`src/rtl/security_lock_param_core.sv`:
```
`default_nettype none
// ============================================================================
// Module   : security_lock_param_core
// Brief    : Parametrised passcode lock with changeable code, trial counter
//            and timed lockout; all outputs registered.
// Revision : 1.0
// ============================================================================
module security_lock_param_core #(
  parameter int DIGIT_W     = 4,
  parameter int CODE_LEN    = 3,
  parameter int MAX_TRIALS  = 3,
  parameter int LOCKOUT_CYC = 100_000_000,
  parameter logic [DIGIT_W*CODE_LEN-1:0] DEFAULT_CODE = 'h123
) (
  input  logic                                i_clk,
  input  logic                                i_rst_n,
  input  logic [DIGIT_W-1:0]                  i_digit,
  input  logic                                i_digit_valid,
  input  logic                                i_submit,
  input  logic                                i_change_mode,
  input  logic                                i_relock,
  output logic [1:0]                          o_state,
  output logic                                o_unlocked,
  output logic                                o_lockout,
  output logic                                o_err_pulse,
  output logic [$clog2(MAX_TRIALS+1)-1:0]     o_trials_left,
  output logic [$clog2(CODE_LEN+1)-1:0]       o_entry_count,
  output logic [DIGIT_W*CODE_LEN-1:0]         o_entered_code
);

  localparam int c_CODE_W  = DIGIT_W * CODE_LEN;
  localparam int c_TRIAL_W = $clog2(MAX_TRIALS + 1);
  localparam int c_CNT_W   = $clog2(CODE_LEN + 1);
  localparam int c_TMR_W   = (LOCKOUT_CYC > 1) ? $clog2(LOCKOUT_CYC) : 1;

  localparam logic [c_TRIAL_W-1:0] c_MAX_TRIALS = c_TRIAL_W'(MAX_TRIALS);
  localparam logic [c_TRIAL_W-1:0] c_ONE_TRIAL  = c_TRIAL_W'(1);
  localparam logic [c_CNT_W-1:0]   c_CODE_LEN   = c_CNT_W'(CODE_LEN);
  localparam logic [c_TMR_W-1:0]   c_TMR_LOAD   = c_TMR_W'(LOCKOUT_CYC - 1);

  localparam logic [1:0] c_ENTER   = 2'd0;
  localparam logic [1:0] c_OPEN    = 2'd1;
  localparam logic [1:0] c_SET     = 2'd2;
  localparam logic [1:0] c_LOCKOUT = 2'd3;

  logic [1:0]           r_state;
  logic [c_CODE_W-1:0]  r_code;
  logic [c_CODE_W-1:0]  r_buf;
  logic [c_CNT_W-1:0]   r_cnt;
  logic [c_TRIAL_W-1:0] r_trials;
  logic [c_TMR_W-1:0]   r_timer;
  logic                 r_err;
  logic                 r_unlocked;
  logic                 r_lockout;

  logic [1:0]           w_state_nxt;
  logic [c_CODE_W-1:0]  w_code_nxt;
  logic [c_CODE_W-1:0]  w_buf_nxt;
  logic [c_CNT_W-1:0]   w_cnt_nxt;
  logic [c_TRIAL_W-1:0] w_trials_nxt;
  logic [c_TMR_W-1:0]   w_timer_nxt;
  logic                 w_err_nxt;
  logic                 w_full;
  logic                 w_digit_ok;
  logic [c_CODE_W-1:0]  w_shifted;

  assign w_full     = (r_cnt == c_CODE_LEN);
  assign w_digit_ok = i_digit_valid && !w_full;
  // Oldest digit drops off the MS end; newest enters at the LS digit.
  assign w_shifted  = (r_buf << DIGIT_W) | c_CODE_W'(i_digit);

  always_comb begin
    w_state_nxt  = r_state;
    w_code_nxt   = r_code;
    w_buf_nxt    = r_buf;
    w_cnt_nxt    = r_cnt;
    w_trials_nxt = r_trials;
    w_timer_nxt  = r_timer;
    w_err_nxt    = 1'b0;
    case (r_state)
      c_ENTER: begin
        if (i_submit) begin
          w_buf_nxt = '0;
          w_cnt_nxt = '0;
          if (w_full && (r_buf == r_code)) begin
            w_state_nxt  = c_OPEN;
            w_trials_nxt = c_MAX_TRIALS;
          end else begin
            w_err_nxt = 1'b1;
            if (r_trials > c_ONE_TRIAL) begin
              w_trials_nxt = r_trials - c_ONE_TRIAL;
            end else begin
              w_trials_nxt = '0;
              w_state_nxt  = c_LOCKOUT;
              w_timer_nxt  = c_TMR_LOAD;
            end
          end
        end else if (w_digit_ok) begin
          w_buf_nxt = w_shifted;
          w_cnt_nxt = r_cnt + 1'b1;
        end
      end
      c_OPEN: begin
        if (i_relock) begin
          w_state_nxt = c_ENTER;
        end else if (i_change_mode) begin
          w_state_nxt = c_SET;
          w_buf_nxt   = '0;
          w_cnt_nxt   = '0;
        end
      end
      c_SET: begin
        // Leaving SET discards the partial new code so ENTER starts clean.
        if (i_relock) begin
          w_state_nxt = c_ENTER;
          w_buf_nxt   = '0;
          w_cnt_nxt   = '0;
        end else if (i_submit) begin
          w_buf_nxt = '0;
          w_cnt_nxt = '0;
          if (w_full) begin
            w_code_nxt  = r_buf;
            w_state_nxt = c_OPEN;
          end else begin
            w_err_nxt = 1'b1;
          end
        end else if (w_digit_ok) begin
          w_buf_nxt = w_shifted;
          w_cnt_nxt = r_cnt + 1'b1;
        end
      end
      default: begin
        if (r_timer == '0) begin
          w_state_nxt  = c_ENTER;
          w_trials_nxt = c_MAX_TRIALS;
        end else begin
          w_timer_nxt = r_timer - 1'b1;
        end
      end
    endcase
  end

  always_ff @(posedge i_clk) begin
    if (!i_rst_n) begin
      r_state    <= c_ENTER;
      r_code     <= DEFAULT_CODE;
      r_buf      <= '0;
      r_cnt      <= '0;
      r_trials   <= c_MAX_TRIALS;
      r_timer    <= '0;
      r_err      <= 1'b0;
      r_unlocked <= 1'b0;
      r_lockout  <= 1'b0;
    end else begin
      r_state    <= w_state_nxt;
      r_code     <= w_code_nxt;
      r_buf      <= w_buf_nxt;
      r_cnt      <= w_cnt_nxt;
      r_trials   <= w_trials_nxt;
      r_timer    <= w_timer_nxt;
      r_err      <= w_err_nxt;
      r_unlocked <= (w_state_nxt == c_OPEN);
      r_lockout  <= (w_state_nxt == c_LOCKOUT);
    end
  end

  assign o_state        = r_state;
  assign o_unlocked     = r_unlocked;
  assign o_lockout      = r_lockout;
  assign o_err_pulse    = r_err;
  assign o_trials_left  = r_trials;
  assign o_entry_count  = r_cnt;
  assign o_entered_code = r_buf;

endmodule
`default_nettype wire

```
`config.mk`:
```
export PLATFORM = sky130hd
export DESIGN_NAME = security_lock_param_core
export DESIGN_NICKNAME = d
export VERILOG_FILES = /design/src/rtl/security_lock_param_core.sv
export SDC_FILE = /design/constraint.sdc
export NUM_CORES = 1
export LEC_CHECK = 0
export ABC_CLOCK_PERIOD_IN_PS = 2600
export BUFFER_PORTS_ARGS = -buffer_cell sky130_fd_sc_hd__buf_2
export CAP_MARGIN = 20
export CORE_UTILIZATION = 40
export DETAILED_ROUTE_END_ITERATION = 10
export GPL_ROUTABILITY_DRIVEN = 0
export SLEW_MARGIN = 10
export SYNTH_ARGS = -nofsm -noshare
export SYNTH_HDL_FRONTEND = slang
export SYNTH_SLANG_ARGS = --single-unit
```
`constraint.sdc`:
```
create_clock -name i_clk -period 2.6 [get_ports i_clk]
set_input_delay 0.26 -clock i_clk [delete_from_list [all_inputs] [get_ports i_clk]]
set_output_delay 0.26 -clock i_clk [all_outputs]
set_load 0.05 [all_outputs]
```
=== After elaboration in Yosys (flattened, before gate mapping) ===
Index checks and enable logic that the tools add are counted.

* Bits in registers: 60
* Logic and storage cells: 78
* Input bits: 10
* Output and inout bits: 21

* Mux-type cells: 38
* Reductions and logical operators: 12
* Equality and inequality tests: 12
* $add $sub $neg: 3
* Bitwise logic cells: 3
* Magnitude comparators: 1

{| class="wikitable"
|+ Operators by type and width
! kind !! number
|-
| $mux W27 || 4
|-
| $mux W12 || 5
|-
| $pmux W27 S2 || 1
|-
| $mux W2 || 18
|-
| $pmux W12 S3 || 1
|-
| $logic_not A27 Y1 || 1
|-
| $sub A27 B1 Y27 const B || 1
|-
| $eq A12 B12 Y1 || 1
|-
| $or A12 B4 Y12 || 1
|-
| $pmux W2 S3 || 2
|-
| $ne A2 B2 Y1 const B || 5
|-
| $eq A2 B2 Y1 const B || 3
|-
| $reduce_and A3 Y1 || 2
|-
| $mux W1 || 5
|-
| $reduce_and A5 Y1 || 1
|-
| $eq A2 B1 Y1 const B || 2
|-
| $pmux W2 S2 || 1
|-
| $reduce_and A4 Y1 || 1
|-
| $reduce_bool A3 Y1 || 1
|-
| $add A2 B1 Y2 const B || 1
|-
| $gt A2 B1 Y1 const B || 1
|-
| $logic_and A1 B1 Y1 || 2
|-
| $logic_not A2 Y1 || 1
|-
| $ne A2 B1 Y1 const B || 1
|-
| other kinds (6) || 7
|}

=== Logic depth before layout (Yosys ltp) ===
Gate-level depths: netlist of the first run.

* Word-level depth: 7
* Depth in mapped cells: 9
* Mapped depth without buffers: 9

=== Worst setup path after synthesis of the first run ===
Ideal clock, no wire load.

* Path kind: register -> register
* Start: reg r_state[1] (netlist: o_state[1])
* End: reg r_buf[10] (netlist: o_entered_code[10])
* Required time: 2.472 ns
* Data arrival time: 2.582 ns
* Stages on the path, launching flop included: 8
* Slack: -0.109 ns
* Library setup time: 0.128 ns
* Clock period less this slack: 2.709 ns
* Buffers on the path: 1
* Cell sequence: dfxtp_1 inv_1 ha_1 a21o_1 nor3b_1 clkbuf_1 mux2i_1 nor2_1

* Cells in the longest elaborated chain, start to end: 3
* Elaborated cells on any way between the ends: 8
* Classes of those cells: eq/ne (4); mux (1); reduce/logical (3)

{| class="wikitable"
|+ Ends and longest elaborated chain
! element !! line !! RTL
|-
| from (decl) || 46 || <nowiki>logic [1:0] r_state;</nowiki>
|-
| from (signal assigned) || 145 || <nowiki>r_state <= c_ENTER;</nowiki>
|-
| from (signal assigned) || 155 || <nowiki>r_state <= w_state_nxt;</nowiki>
|-
| $eq A2 B1 Y1, or another cell as far along || 80 || <nowiki>case (r_state)</nowiki>
|-
| $ne A2 B2 Y1 (no source line) / $reduce_bool A3 Y1 (equally long branches) || n/a ||
|-
| $reduce_and A3 Y1 (no source line) || n/a ||
|-
| to (signal assigned) || 157 || <nowiki>r_buf <= w_buf_nxt;</nowiki>
|-
| to (decl) || 48 || <nowiki>logic [c_CODE_W-1:0] r_buf;</nowiki>
|}

Parallel ways exist; a longest one is shown, timed or not.
A chain may end at the register's enable or synchronous reset.

=== Worst setup path in the final report of the first run ===
* Start: reg r_timer[0]
* End: reg r_timer[0]

* Cells in the longest elaborated chain, start to end: 3
* Elaborated cells on any way between the ends: 6
* Classes of those cells: add/sub (1); eq/ne (1); mux (2); reduce/logical (2)

{| class="wikitable"
|+ Ends and longest elaborated chain
! element !! line !! RTL
|-
| from (decl) || 51 || <nowiki>logic [c_TMR_W-1:0] r_timer;</nowiki>
|-
| from (signal assigned) || 160 || <nowiki>r_timer <= w_timer_nxt;</nowiki>
|-
| $sub A27 B1 Y27 / $logic_not A27 Y1 (equally long branches) || 137, 133 ||
|-
| $mux W27 / $ne A2 B1 Y1 (equally long branches) || n/a ||
|-
| $pmux W27 S2 / $reduce_and A5 Y1 (equally long branches) || n/a ||
|}

Parallel ways exist; a longest one is shown, timed or not. The select of a mux whose other input is x is not followed.

==> results of run 1 <==
## cell usage after synthesis (3+ instances only)
master / instances / area (sq um)
sky130_fd_sc_hd__dfxtp_1: 60 / 1200
sky130_fd_sc_hd__nand2_1: 43 / 161
sky130_fd_sc_hd__nor2_1: 36 / 135
sky130_fd_sc_hd__mux2i_1: 13 / 130
sky130_fd_sc_hd__nor3_1: 13 / 65.1
sky130_fd_sc_hd__o21ai_0: 13 / 65.1
sky130_fd_sc_hd__xnor2_1: 13 / 114
sky130_fd_sc_hd__clkbuf_1: 12 / 45.0
sky130_fd_sc_hd__nand3_1: 12 / 60.1
sky130_fd_sc_hd__o31ai_1: 12 / 90.1
sky130_fd_sc_hd__a21boi_0: 11 / 82.6
sky130_fd_sc_hd__a21oi_1: 9 / 45.0
sky130_fd_sc_hd__a31oi_1: 9 / 56.3
sky130_fd_sc_hd__inv_1: 8 / 30.0
sky130_fd_sc_hd__o21a_1: 8 / 60.1
sky130_fd_sc_hd__nor4_1: 7 / 43.8
sky130_fd_sc_hd__or3_1: 7 / 43.8
sky130_fd_sc_hd__a311oi_1: 6 / 52.6
sky130_fd_sc_hd__ha_1: 6 / 75.1
sky130_fd_sc_hd__a21o_1: 3 / 22.5
sky130_fd_sc_hd__nand2b_1: 3 / 18.8
sky130_fd_sc_hd__nor2b_1: 3 / 18.8
sky130_fd_sc_hd__nor3b_1: 3 / 22.5
sky130_fd_sc_hd__o211a_1: 3 / 30.0
sky130_fd_sc_hd__o211ai_1: 3 / 22.5
sky130_fd_sc_hd__or2_2: 3 / 18.8
sky130_fd_sc_hd__or4_1: 3 / 22.5
## worst paths after layout
check,from,to,slack [ns],cells after the start
setup / recovery,r_timer[0],r_timer[0],0.11,9
hold / removal,i_digit[3],o_entered_code[3],0.15,3
setup reg to reg,r_timer[0],r_timer[0],0.11,9
hold reg to reg,r_code[4],r_code[4],0.48,2
## logic make-up after synthesis
kind of cell,synth area share
adder cells (fa/ha/maj),0.0252
buffers and inverters,0.0324
AO/OA/AOI/OAI,0.217
multiplexers,0.0437
flip-flops,0.403
AND/OR/NAND/NOR,0.240
XOR/XNOR,0.0382
## tightest hold or removal path, cell delays in order
cell	delay, ns
sky130_fd_sc_hd__buf_2	0.07
sky130_fd_sc_hd__mux2i_1	0.05
sky130_fd_sc_hd__nor2_1	0.07
## power breakdown
group          internal (mW)  leakage (nW)  total [mW]  switching [mW]
registers               1.12         0.487        1.33           0.216
clock network          0.457         0.101       0.873           0.416
logic                   1.02         0.868        2.57            1.55
## state kept, by name, indices dropped and copies added (netlist names)
register        cells
r_timer            27
o_entered_code     12
r_code             12
o_entry_count       2
o_state             2
o_trials_left       2
o_err_pulse         1
o_lockout           1
o_unlocked          1
## final cells by class
| type | count | area, sq um | share of cell area |
|---|---|---|---|
| multi-input cells | 267 | 1700 | 0.478 |
| flip-flops and latches | 60 | 1200 | 0.337 |
| repair buffers | 50 | 300 | 0.0842 |
| clock buffers | 9 | 124 | 0.0347 |
| well taps | 99 | 124 | 0.0347 |
| clock inverters | 7 | 81.3 | 0.0228 |
| inverters | 9 | 33.8 | 0.00947 |
## stage by stage
step	worst slack (ns)	power (mW)	hold slack, ns	utilization
after detailed placement	0.0194	3.79	0.469	0.464
after floorplan	0.0131	3.06	0.406	-
final	0.113	4.78	0.146	0.495
after global routing	0.0136	5.18	0.138	0.495
after CTS	0.00181	4.69	0.131	0.492
after global placement	0.0699	3.77	0.462	0.464
## routing by layer
| layer | share of wire | GRT usage | up-vias |
|---|---|---|---|
| met4 | 0.015 | 0.0777 | 0 |
| met2 | 0.47 | 0.313 | 51 |
| met3 | 0.036 | 0.0476 | 10 |
| met5 | 0 | 0 | - |
| li1 | - | - | 1379 |
| met1 | 0.48 | 0.250 | 1250 |
==> flow_summary.toml, run 1 <==
[routing]
detail_route.wirelength_mm = 6.66
routedWlPerCell_um = 13.3
vias = 2690
drt_iter0_drc = 143
drc_errors = 0
route.detailed.vias_per_inst = 5.37
postRouteAntennaNets = 0
drt_pass1_iterations = 4

[sta]
timing.final.crit_share = 0.957
fmax_achieved_mhz = 402
max_slew.worst_pin.slew_ns = 0.667
drv_slew = 0
timing.clock.skew_ns = 0.0107
maxSlewHeadroom = 0.556
timing.setup.tns_ns = 0
finalCriticalPeriod_ns = 2.49
rsz_0062_raised_after_global_routing = "no"
hold_viol = 0
report.final.setup_viol = 0

[clock_tree]
tritoncts.num_buffers = 9
post-cts-setup-buffers = 0
tritoncts = "yes"
hold_buffers = 0
tritoncts_num_sinks = 60
cts_max_level = 3
post_cts.resized_instances = 0
clkSlewWorstSetupHoldPaths_ns = 0.08
master_cell_of_the_clock_root_buffer = "sky130_fd_sc_hd__clkbuf_8"
cts-root-to-sink-buffers = 2
clock_insertion_delay_worst_skew_ns = 0.35

[placed_design]
detailedPlacementHpwl_mm = 4.73
numPortBuffers = 30
detailed_place.area_sq_um = 3340
place_inst = 485

[yosys]
ys.flop_type = "sky130_fd_sc_hd__dfxtp_1"
synth-edff-count = 0
yosys_warnings = 0
avgSynthCellArea_sq_um = 8.48
syn-num-nets = 367
post_synth_instance_area_sq_um = 2980
ys_seq_elements = 60
netlist_instances = 351
ys_seq_area_frac = 0.403
ys_types = 48
synthArstFlopShare = 0

[critical_path]
cpMostUsedCell = "sky130_fd_sc_hd__buf_4"
worst-setup-path-type = "reg -> reg"
cp_data_required_time_ns = 2.84
critical-path-top-delay-family = "simple AND/OR/NAND/NOR gates"
worst-path-buf-inv = 3
worst-endpoint-arrival_ns = 2.72
cp-start-kind = "flip-flop"
worst_setup_path_end_kind = "flip-flop"
cp_cell_sequence = "inv_1 > ha_1 > or3b_2 > or4_4 > o31ai_4 > buf_4 > o21ai_2 > buf_4 > o211a_1"
cp_slowest_cell = "sky130_fd_sc_hd__or4_4"
crit_path_max_incr_delay_ns = 0.55
crit_path_max_fanout = 16

[cells_and_area]
mostFrequentLayoutCells = "sky130_fd_sc_hd__dfxtp_1 (60), sky130_fd_sc_hd__nand2_1 (43), sky130_fd_sc_hd__nor2_1 (36)"
area_delta_synth_final_pct = 19.8
final_cell_count_no_fill = 501
antennaDiodeCount = 0
post_route_cells_drive_above_1_share = 0.201
stdcell_area_sq_um = 3570
final_net_count = 413
filler_cell_count = 715
layout.cells.most_common = "sky130_fd_sc_hd__dfxtp_1"

[global_route]
antenna_violations_before_repair = 0
globalRouteTotalUtil = 0.194
grt_start_max_net_pins = 40
grt-ovfl-total = 0
grt_pass1_wl_mm = 11.8
first_global_vias = 2580

[status]
status = "completed"

[min_path]
hold_path.class = "in -> reg"

[floorplan]
floorplan.rows = 31
die_area_sq_um = 7790
start_util = 0.413
die_span_in_x_um = 88.3
ios = 31
chipHeight_um = 88.3
design.core.area_sq_um = 7210

[power_and_ir_drop]
pwr_density_cell_nw_per_um2 = 1340
p_leak_nw = 1.46
irDropWorstVdd_mv = 0.494

[run]
max_cap_violations = 0
No activity file was read; power rests on OpenSTA's default activity.
==> run 2: changes to the inputs <==
==> constraint.sdc (replaced) <==
create_clock -name i_clk -period 2.6 [get_ports i_clk]
set_input_delay 0.52 -clock i_clk [delete_from_list [all_inputs] [get_ports i_clk]]
set_output_delay 0.52 -clock i_clk [all_outputs]
set_load 0.05 [all_outputs]
==> flow_summary.toml, run 2 (synthesis results as in run 1) <==
[clock_tree]
tritoncts_num_sinks = 60
clkSlewWorstSetupHoldPaths_ns = 0.08
cts-root-to-sink-buffers = 2
cts_max_level = 3
tritoncts = "yes"
tritoncts.num_buffers = 9
hold_buffers = 0
clock_insertion_delay_worst_skew_ns = 0.34
master_cell_of_the_clock_root_buffer = "sky130_fd_sc_hd__clkbuf_8"

[power_and_ir_drop]
power.switching_mw = 2.17
power.share.switching = 0.460
combPwrFrac = 0.556
p_leak_nw = 1.45
power_report.internal_total_mw = 2.55
clkPwrFrac = 0.164
seq_power_share = 0.280
pwr_density_cell_nw_per_um2 = 1330
irDropWorstVdd_mv = 0.539
fin_total_pwr_mw = 4.73

[placed_design]
numPortBuffers = 30
detailedPlacementHpwl_mm = 4.82
place_inst = 486

[cells_and_area]
final_cell_count_no_fill = 504
filler_cell_count = 733
final_core_utilization = 0.494
largest_register_ffs = 27
antennaDiodeCount = 0
top_register = "r_timer"
layout.cells.most_common = "sky130_fd_sc_hd__dfxtp_1"
mostFrequentLayoutCells = "sky130_fd_sc_hd__dfxtp_1 (60), sky130_fd_sc_hd__nand2_1 (43), sky130_fd_sc_hd__nor2_1 (36)"
post_route_cells_drive_above_1_share = 0.205
area_delta_synth_final_pct = 19.6
final_net_count = 416

[floorplan]
die_span_in_x_um = 88.3
die_area_sq_um = 7790
start_util = 0.413
design.core.area_sq_um = 7210
ios = 31
chipHeight_um = 88.3
floorplan.rows = 31

[critical_path]
worstRegToRegCells = 10
cp-start-kind = "flip-flop"
setup.reg_to_reg.worst_slack_ns = 0.12
worst-endpoint-arrival_ns = 2.72
timing.rr.start = "r_timer[0]"
crit_path_max_fanout = 4
worst_setup_path_end_kind = "flip-flop"
worstReg2RegEnd = "r_timer[24]"
worst-setup-path-type = "reg -> reg"
cp_data_required_time_ns = 2.84

[sta]
timing.clock.skew_ns = 0.0106
maxSlewHeadroom = 0.654
fmax_achieved_mhz = 403
finalCriticalPeriod_ns = 2.48
hold_viol = 0
timing.final.crit_share = 0.955
rsz_0062_raised_after_global_routing = "no"
timing.setup.tns_ns = 0
max_slew.worst_pin.slew_ns = 0.519
report.final.setup_viol = 0
drv_slew = 0

[routing]
routedWlPerCell_um = 13.2
drt_pass1_iterations = 4
drt_iter0_drc = 108
route.detailed.vias_per_inst = 5.27
drc_errors = 0
vias = 2657
postRouteAntennaNets = 0
detail_route.wirelength_mm = 6.65

[global_route]
antenna_violations_before_repair = 0
grt_pass1_wl_mm = 11.8
globalRouteTotalUtil = 0.193
grt_start_max_net_pins = 31
first_global_vias = 2524
grt-ovfl-total = 0

[min_path]
worst_hold_path.endpoint = "o_entered_code[2]"
hold_path.class = "in -> reg"
whs_path_depth = 3
worstHoldStart = "i_digit[2]"

[status]
status = "completed"

[run]
max_cap_violations = 0
-- run 2: changes by cell type in the layout (fill, tap and decap cells not counted), sizes merged --
cell and change:
buf +3, bufinv -1, clkinv +1, clkinvlp +1
inv -1
-- run 2: worst max-delay path, stage by stage, from the launching register on --
cell	delay, ns
sky130_fd_sc_hd__dfxtp_1	0.32
sky130_fd_sc_hd__inv_1	0.05
sky130_fd_sc_hd__ha_1	0.16
sky130_fd_sc_hd__or3b_2	0.46
sky130_fd_sc_hd__buf_4	0.16
sky130_fd_sc_hd__nor4_1	0.37
sky130_fd_sc_hd__nand2_1	0.19
sky130_fd_sc_hd__buf_4	0.19
sky130_fd_sc_hd__nor3b_1	0.26
sky130_fd_sc_hd__nand3_1	0.11
sky130_fd_sc_hd__o211a_1	0.13
-- run 2: power groups by stage --
stage	clock network (mW)	registers (mW)	logic [mW]
2_1_floorplan	0	1.41	1.65
3_3_place_gp	0	1.34	2.43
3_5_place_dp	0	1.35	2.46
4_1_cts	0.799	1.32	2.47
5_1_grt	0.839	1.36	2.89
6_report	0.773	1.33	2.63
-- run 2: how the worst max path moves through the flow --
stage / startpoint / endpoint / slack (ns) / cells after the start
6_report: r_timer[0] / r_timer[24] / 0.12 / 10
4_1_cts: r_timer[1] / r_timer[23] / 0.005 / 8
2_1_floorplan: r_timer[0] / r_timer[14] / 0.01 / 9
5_1_grt: r_timer[0] / r_timer[24] / 0.006 / 10
3_3_place_gp: r_timer[0] / r_timer[14] / 0.08 / 8
3_5_place_dp: r_timer[0] / r_timer[14] / 0.01 / 8
-- run 2: routing by layer --
layer | vias up | GRT usage | share of wire | wire length [um]
li1 | 1382 | - | - | -
met1 | 1242 | 0.255 | 0.50 | 3300
met2 | 29 | 0.306 | 0.47 | 3130
met3 | 4 | 0.0448 | 0.026 | 175
met4 | 0 | 0.0748 | 0.0069 | 46
met5 | - | 0 | 0 | 0
-- run 2: layout make-up --
cell class	count	area, sq um	share of cell area
clock buffers	9	124	0.0348
clock inverters	7	58.8	0.0165
inverters	9	33.8	0.00949
multi-input cells	267	1700	0.476
flip-flops and latches	60	1200	0.337
well taps	99	124	0.0348
repair buffers	53	323	0.0907
-- run 2: through the flow --
step	setup slack [ns]	instance area [sq um]	hold WS, ns
floorplan	0.0131	2980	0.444
global placement	0.0760	3350	0.462
detailed placement	0.0114	3350	0.469
CTS	0.00541	3530	0.397
global route	0.00631	3560	0.426
finish	0.118	3560	0.413
-- run 2: repair_timing --
item                       CTS  global route
setup buffers                0             2
resized for setup            0             4
setup endpoints to repair    0            17
